[config.mk]
export PLATFORM = sky130hd
export DESIGN_NAME = fetch_stage
export DESIGN_NICKNAME = d
export VERILOG_FILES = /design/src/rtl/fetch_stage.sv
export SDC_FILE = /design/constraint.sdc
export NUM_CORES = 1
export LEC_CHECK = 0
export CAP_MARGIN = 25
export CORE_MARGIN = 2
export CORE_UTILIZATION = 45
export DETAILED_ROUTE_END_ITERATION = 10
export DONT_BUFFER_PORTS = 1
export PLACE_DENSITY_LB_ADDON = 0.3
export SKIP_CTS_REPAIR_TIMING = 1
export SLEW_MARGIN = 20
export SYNTH_ARGS = -nofsm -noshare
export SYNTH_HDL_FRONTEND = slang
export SYNTH_SLANG_ARGS = --single-unit
[constraint.sdc]
create_clock -name clk -period 7 [get_ports clk]
set_clock_uncertainty 0.1 [all_clocks]
set_input_delay 1.4 -clock clk [delete_from_list [all_inputs] [get_ports clk]]
set_output_delay 1.4 -clock clk [all_outputs]
set_load 0.03 [all_outputs]
[src/rtl/fetch_stage.sv]
// fetch_stage: instruction-fetch stage and IF/ID pipeline register.
//
// Keeps the PC and issues one instruction-memory request at a time. Each response
// (variable latency) goes into IF/ID together with PC+4 and a valid bit. The stage
// honours the hazard-unit stall, the decode flush and the branch/jump redirect.
//
// Ports:
//   clk, reset     - clock (rising edge); asynchronous active-high reset
//   imem_req       - one-cycle fetch request pulse
//   imem_addr      - fetch address (equals PC)
//   imem_rvalid    - memory response valid
//   imem_rdata     - fetched word, valid when imem_rvalid is high
//   stall          - hold IF/ID and PC
//   flush          - turn IF/ID into a bubble, no redirect
//   branch_taken   - redirect fetch to branch_target
//   branch_target  - redirect address (word aligned)
//   inst, pc_plus4 - IF/ID instruction and the PC+4 that goes with it
//   valid          - IF/ID holds a real instruction
module fetch_stage #(
    parameter int unsigned             INST_W   = 32,
    parameter int unsigned             ADDR_W   = 32,
    parameter logic [ADDR_W-1:0]       RESET_PC = '0
) (
    input  logic              clk,
    input  logic              reset,
    output logic              imem_req,
    output logic [ADDR_W-1:0] imem_addr,
    input  logic              imem_rvalid,
    input  logic [INST_W-1:0] imem_rdata,
    input  logic              stall,
    input  logic              flush,
    input  logic              branch_taken,
    input  logic [ADDR_W-1:0] branch_target,
    output logic [INST_W-1:0] inst,
    output logic [ADDR_W-1:0] pc_plus4,
    output logic              valid
);

    localparam logic [1:0] StIssue  = 2'd0;
    localparam logic [1:0] StWait   = 2'd1;
    localparam logic [1:0] StHold   = 2'd2;
    localparam logic [1:0] StSquash = 2'd3;

    logic [1:0]        state_q, state_d;
    logic [ADDR_W-1:0] pc_q, pc_d, pc_inc;
    logic [INST_W-1:0] buf_inst_q, buf_inst_d;
    logic [ADDR_W-1:0] buf_pc4_q, buf_pc4_d;
    logic [INST_W-1:0] inst_q, inst_d;
    logic [ADDR_W-1:0] pc4_q, pc4_d;
    logic              valid_q, valid_d;

    logic              deliver;
    logic [INST_W-1:0] dlv_inst;
    logic [ADDR_W-1:0] dlv_pc4;

    assign imem_addr = pc_q;
    assign imem_req  = (state_q == StIssue) && !reset;
    assign inst      = inst_q;
    assign pc_plus4  = pc4_q;
    assign valid     = valid_q;

    // Wraps modulo 2^ADDR_W.
    assign pc_inc = pc_q + ADDR_W'(4);

    // Fetch FSM and PC
    always_comb begin
        state_d    = state_q;
        pc_d       = pc_q;
        buf_inst_d = buf_inst_q;
        buf_pc4_d  = buf_pc4_q;
        deliver    = 1'b0;
        dlv_inst   = imem_rdata;
        dlv_pc4    = pc_inc;

        if (branch_taken) begin
            pc_d = branch_target;
            case (state_q)
                StIssue:  state_d = StSquash;
                StWait:   state_d = imem_rvalid ? StIssue : StSquash;
                StHold:   state_d = StIssue;
                StSquash: state_d = imem_rvalid ? StIssue : StSquash;
            endcase
        end else begin
            case (state_q)
                StIssue: state_d = StWait;
                StWait: begin
                    if (imem_rvalid) begin
                        if (stall) begin
                            // Park the word so the PC does not run ahead of IF/ID.
                            buf_inst_d = imem_rdata;
                            buf_pc4_d  = pc_inc;
                            state_d    = StHold;
                        end else begin
                            deliver = 1'b1;
                            pc_d    = pc_inc;
                            state_d = StIssue;
                        end
                    end
                end
                StHold: begin
                    if (!stall) begin
                        deliver  = 1'b1;
                        dlv_inst = buf_inst_q;
                        dlv_pc4  = buf_pc4_q;
                        pc_d     = buf_pc4_q;
                        state_d  = StIssue;
                    end
                end
                StSquash: begin
                    // Stall is ignored here: the stale response is simply dropped.
                    if (imem_rvalid) state_d = StIssue;
                end
            endcase
        end
    end

    // IF/ID register: a kill (redirect or flush) beats stall, and stall beats delivery.
    always_comb begin
        inst_d  = inst_q;
        pc4_d   = pc4_q;
        valid_d = valid_q;
        if (branch_taken || flush) begin
            inst_d  = '0;
            valid_d = 1'b0;
        end else if (stall) begin
            inst_d  = inst_q;
        end else if (deliver) begin
            inst_d  = dlv_inst;
            pc4_d   = dlv_pc4;
            valid_d = 1'b1;
        end else begin
            inst_d  = '0;
            valid_d = 1'b0;
        end
    end

    always_ff @(posedge clk or posedge reset) begin
        if (reset) begin
            state_q    <= StIssue;
            pc_q       <= RESET_PC;
            buf_inst_q <= '0;
            buf_pc4_q  <= '0;
            inst_q     <= '0;
            pc4_q      <= '0;
            valid_q    <= 1'b0;
        end else begin
            state_q    <= state_d;
            pc_q       <= pc_d;
            buf_inst_q <= buf_inst_d;
            buf_pc4_q  <= buf_pc4_d;
            inst_q     <= inst_d;
            pc4_q      <= pc4_d;
            valid_q    <= valid_d;
        end
    end

endmodule

# == After elaboration in Yosys (flattened, before gate mapping) ==
# Cells that the tools add are included.
# totals
register_bits,163
input_bits,70
wordCells,56
# classes
add_sub_neg,1
n_eq_ne,8
n_mux,27
bitwise_logic,3
n_reduce_logical,10
# op_table
op,n
$mux W32,11
$pmux W32 S2,1
$add A32 B3 Y32 const B,1
$mux W2,6
$ne A3 B3 Y1 const B,4
$pmux W2 S4,1
$reduce_and A4 Y1,2
$mux W1,6
$pmux W2 S3,1
$reduce_and A3 Y1,2
$eq A2 B2 Y1 const B,2
$not A1 Y1,3
$reduce_bool A3 Y1,1
$eq A2 B1 Y1 const B,1
$logic_not A2 Y1,1
$ne A2 B1 Y1 const B,1
$pmux W1 S2,1
$reduce_or A2 Y1,1
$logic_and A1 B1 Y1,1
$logic_not A1 Y1,1
$logic_or A1 B1 Y1,1

# == Logic depth before layout (Yosys ltp) ==
# depth
word_depth,7
depth_mapped,10
mapped_depth_nobuf,7

# == Least setup slack after synthesis ==
# OpenSTA, ideal clock, no wires.
# synth_timing
path_kind,input to output
startpoint,input port reset
endpoint,output port imem_req
t_arrival_ns,1.832
required_time_ns,5.500
path_slack_ns,3.668
stages,1
n_path_buf,0
path_cell_list,nor2b_1
# synth_via
elab_chain_len,2
# synth_lines
item,line,source
start: declaration,25,"input logic reset,"
$logic_not A1 Y1 (no source line),--,
$logic_and A1 B1 Y1,57,assign imem_req = (state_q == StIssue) && !reset;
end: declaration,26,"output logic imem_req,"
# No other way between the ends.

# == Final worst setup path ==
# Same ends and word-level chain as after synthesis.

==> results.txt <==
The final routed wire length divided by cell count came out at 21.0 um. The tools report the initial antenna violation count as 0. After routing, the total negative slack on setup checks comes to 0 ns.

The run finished with clean final reports. The via-per-instance ratio is 6.01. Setup repair after global routing left no endpoint under its margin. Global routing used 23.3% of the available tracks. The post-layout minimum cycle time came out at 3.34 ns.

The global placement routability congestion is 0.838. Counting every instance in the synthesized netlist gives 814. For the worst setup path, the data arrival time is 1.84 ns. In this run the number of H-tree levels came out at 4. After synthesis, flip-flops and latches occupy 51.0% of the total area.

The actual slew at the worst max-slew pin came out at 1.00 ns. The net count of the finished layout is 855. No sink is reached through more buffers than the 2 on the longest clock path. The post-synthesis async set-or-reset flop share works out to 100%.

Once layout is complete, the utilization of the core stands at 50.1%. The endpoint identified for the worst register-to-register timing path is pc_plus4[30]. The count of buffer and inverter cells on the critical path was 0; the total clock sinks was 163. For this run, design rule violations remaining after detail routing come to 0. Averaged over all synthesized cells, the footprint is 9.82 um^2. The synthesized cell area was 7990 um^2; the largest vdd supply drop was 257 uV.

The worst hold path belongs to the class register to register. From synthesis to final layout, the design area changed by 8.71%. Headroom to the max-slew limit came out at 33.1%. Port buffering added 0 buffers. TritonCTS built the clock tree.

In this run the vertical extent of the chip is 137 um. The number of warnings issued by yosys was 0. The cell family with the largest share of critical-path delay was simple AND/OR/NAND/NOR gates. The via count of the routed design was 6,111; the wire length of the first global-routing pass was 33.4 mm. For this run the aggregate overflow at the end of global routing stands at 0.

After layout, the worst path uses 47.7% of the clock period. Along the worst path, the maximum fanout reaches 2. The run gives 17 as the total CTS buffers. The remaining antenna violation count was 0; the width of the die was 137 um. The number of design-rule violations left by the first detailed-router iteration is 355. The tools report the max-cap check violation count as 0. Clock root buffer master: sky130_fd_sc_hd__clkbuf_16. The area of the core region was 17,400 um^2; the least setup slack across all paths after layout was 3.66 ns.

Measured in cells, the most critical reg-to-reg path has a length of 8. The final max-slew violation count was 0; the count of pins on the block boundary was 168. The startpoint of the worst-slack reg-to-reg timing path was state_q[0]. For the pin count of the biggest net entering global routing, the log shows 95. For this design, the slowest cell found on the critical path is sky130_fd_sc_hd__nor2b_1.

Terminating pin of the worst hold path: buf_pc4_q[16]. The critical path goes through nor2b_1. Number of synthesized flops with an enable pin: 0. Setup violations remaining at the end of the flow were counted as 0. The count of different cell masters after synthesis was 53. On the worst path, the slowest cell contributes a delay of 0.44 ns. After clock tree synthesis, the clock-pin slew on the worst setup and hold paths is 0.06 ns.

The clock reaches the later pin of the worst-skew pair after 0.43 ns. The net count after synthesis was 889; the top achievable clock speed was 300 MHz. The detailed-route wire length was 21.3 mm; the pre-CTS setup slack was 3.57 ns. Synthesis inferred 163 register bits.

The number of antenna diodes in the final layout is 0. The worst hold path begins at buf_pc4_q[16]. Counting instances, the worst hold path has a depth of 2. STA classifies the critical path endpoint as an output port.

The power density of the placed cells was 439 nW/um^2; the HPWL after detailed placement was 14.1 mm. The run gives 1,581 as the layout filler cell count. The worst setup path is of the primary input to output port kind. The share of final-layout standard cells stronger than drive strength 1 was 11.9%. The initial core utilization was 46.0%. The run gives 0 as the total count of hold-check failures in the final report.

For the worst setup path, the data required time is 5.50 ns. The category of the worst setup path launch point is a primary input. Summed over all cells, the static leakage comes to 3.78 nW.

The floorplan has 48 rows. The first detailed-routing pass took 5 iterations. In this run the register-to-register setup slack is 4.02 ns. The area of the die was 18,800 um^2. Via count of the first global-routing pass: 6,105. The most frequently used flop master after synthesis was sky130_fd_sc_hd__dfrtp_1.
==> area by class of cell <==
class / instances / area [um^2] / area share [%]
Timing Repair Buffer: 10 / 75.1 / 0.864
Clock buffer: 20 / 447 / 5.14
Clock inverter: 10 / 111 / 1.28
Inverter: 13 / 53.8 / 0.619
Sequential cell: 163 / 4080 / 47.0
Multi-Input combinational cell: 575 / 3640 / 41.9
Tap cell: 225 / 282 / 3.24
==> metal layers <==
metal,share of wire (%),global-route usage (%),vias up
met5,0,0,-
met4,1.5,7.73,0
met3,11,10.4,25
met2,47,36.3,255
met1,40,29.0,3003
li1,-,-,2828
==> per-stage QoR <==
step           total power [mW]  hold slack (ns)  instances  cell area, um^2
2_1_floorplan              2.64            0.343        814             7990
3_3_place_gp               2.87            0.359        986             8130
3_5_place_dp               2.93            0.371        986             8130
4_1_cts                    3.84            0.385       1016             8680
5_1_grt                    4.05            0.405       1016             8690
6_report                   3.81            0.384       1016             8690
==> how the worst max path moves through the flow <==
stage                               end  slack (ns)  startpoint  cells after the start
after detailed placement   pc_plus4[30]        3.57       flush                      5
after CTS                      imem_req        3.66       reset                      1
after floorplan           buf_inst_q[0]        1.10       reset                      1
final                          imem_req        3.66       reset                      1
after global placement     pc_plus4[30]        3.58       flush                      5
after global routing           imem_req        3.63       reset                      1
==> state kept, by name, summed over array words and instances (netlist names) <==
register / cells
pc_plus4: 32
buf_inst_q: 32
state_q: 2
inst: 32
buf_pc4_q: 32
imem_addr: 32
valid: 1
==> cell families after synthesis <==
| family | after synthesis | synth area share (%) |
|---|---|---|
| and+or+nand+nor | 237 | 13.6 |
| DFF | 163 | 51.0 |
| muxes | 83 | 11.0 |
| buffers and inverters | 76 | 3.84 |
| xor gates and xnor gates | 26 | 2.85 |
| adders and majority gates | 5 | 0.783 |
| AOI/OAI and AO/OA | 224 | 16.9 |
==> Yosys cell counts (2+ instances only) <==
cell type,count,share of area [%]
sky130_fd_sc_hd__o221ai_1,2,0.22
sky130_fd_sc_hd__clkbuf_1,47,2.2
sky130_fd_sc_hd__o21a_1,4,0.38
sky130_fd_sc_hd__o2bb2a_1,4,0.50
sky130_fd_sc_hd__buf_1,3,0.14
sky130_fd_sc_hd__nand4_1,11,0.86
sky130_fd_sc_hd__mux2i_1,43,5.4
sky130_fd_sc_hd__o21ai_1,4,0.25
sky130_fd_sc_hd__mux2_2,40,5.6
sky130_fd_sc_hd__o31ai_2,2,0.31
sky130_fd_sc_hd__nor3b_1,3,0.28
sky130_fd_sc_hd__o211ai_1,2,0.19
sky130_fd_sc_hd__o22a_1,2,0.22
sky130_fd_sc_hd__inv_1,12,0.56
sky130_fd_sc_hd__a22o_1,3,0.33
sky130_fd_sc_hd__nor2_1,46,2.2
sky130_fd_sc_hd__a31oi_1,7,0.55
sky130_fd_sc_hd__a21oi_1,39,2.4
sky130_fd_sc_hd__buf_4,2,0.19
sky130_fd_sc_hd__nor4_1,5,0.39
sky130_fd_sc_hd__nand2_1,118,5.5
sky130_fd_sc_hd__xnor2_1,12,1.3
sky130_fd_sc_hd__ha_1,5,0.78
sky130_fd_sc_hd__buf_2,11,0.69
sky130_fd_sc_hd__dfrtp_1,163,51
sky130_fd_sc_hd__o31a_1,3,0.33
sky130_fd_sc_hd__a22oi_1,11,1.0
sky130_fd_sc_hd__and3_1,6,0.47
sky130_fd_sc_hd__a21o_1,9,0.85
sky130_fd_sc_hd__xor2_1,14,1.5
sky130_fd_sc_hd__nor3_1,13,0.81
sky130_fd_sc_hd__o22ai_1,6,0.47
sky130_fd_sc_hd__o31ai_1,4,0.38
sky130_fd_sc_hd__nand3_1,19,1.2
sky130_fd_sc_hd__o21ai_0,101,6.3
sky130_fd_sc_hd__a211oi_1,14,1.3
sky130_fd_sc_hd__or3_1,3,0.23
sky130_fd_sc_hd__or4_1,3,0.28
sky130_fd_sc_hd__nor4_2,4,0.63
==> report_power, final <==
part           leakage, nW  total (mW)  switching [mW]  internal [mW]
logic                 1.45       0.927           0.525          0.403
clock network        0.268       0.894           0.367          0.528
registers             2.06        1.99           0.707           1.28
==> cells in the final DEF (no fill, tap or decap), types with 3 or more instances in the layout <==
cell type                    count
sky130_fd_sc_hd__nor3_1         13
sky130_fd_sc_hd__xnor2_1        12
sky130_fd_sc_hd__clkinv_2        4
sky130_fd_sc_hd__nor2_1         43
sky130_fd_sc_hd__inv_1          11
sky130_fd_sc_hd__or3_1           3
sky130_fd_sc_hd__a22o_1          3
sky130_fd_sc_hd__mux2_2         40
sky130_fd_sc_hd__o21a_1          4
sky130_fd_sc_hd__o21ai_1         3
sky130_fd_sc_hd__o21ai_0       101
sky130_fd_sc_hd__dfrtp_1       163
sky130_fd_sc_hd__ha_1            5
sky130_fd_sc_hd__a21o_1          9
sky130_fd_sc_hd__a211oi_1       14
sky130_fd_sc_hd__nand4_1        11
sky130_fd_sc_hd__nand2_1       117
sky130_fd_sc_hd__and3_1          6
sky130_fd_sc_hd__o22ai_1         6
sky130_fd_sc_hd__mux2i_1        43
sky130_fd_sc_hd__clkbuf_16      17
sky130_fd_sc_hd__nor4_2          3
sky130_fd_sc_hd__a21oi_1        39
sky130_fd_sc_hd__a31oi_1         7
sky130_fd_sc_hd__xor2_1         14
sky130_fd_sc_hd__nand3_1        19
sky130_fd_sc_hd__clkinvlp_4      3
sky130_fd_sc_hd__o31ai_1         4
sky130_fd_sc_hd__o31a_1          3
sky130_fd_sc_hd__buf_4          10
sky130_fd_sc_hd__a22oi_1        11
sky130_fd_sc_hd__o2bb2a_1        4
sky130_fd_sc_hd__nor4_1          5
Power figures use the tool's default switching activity.
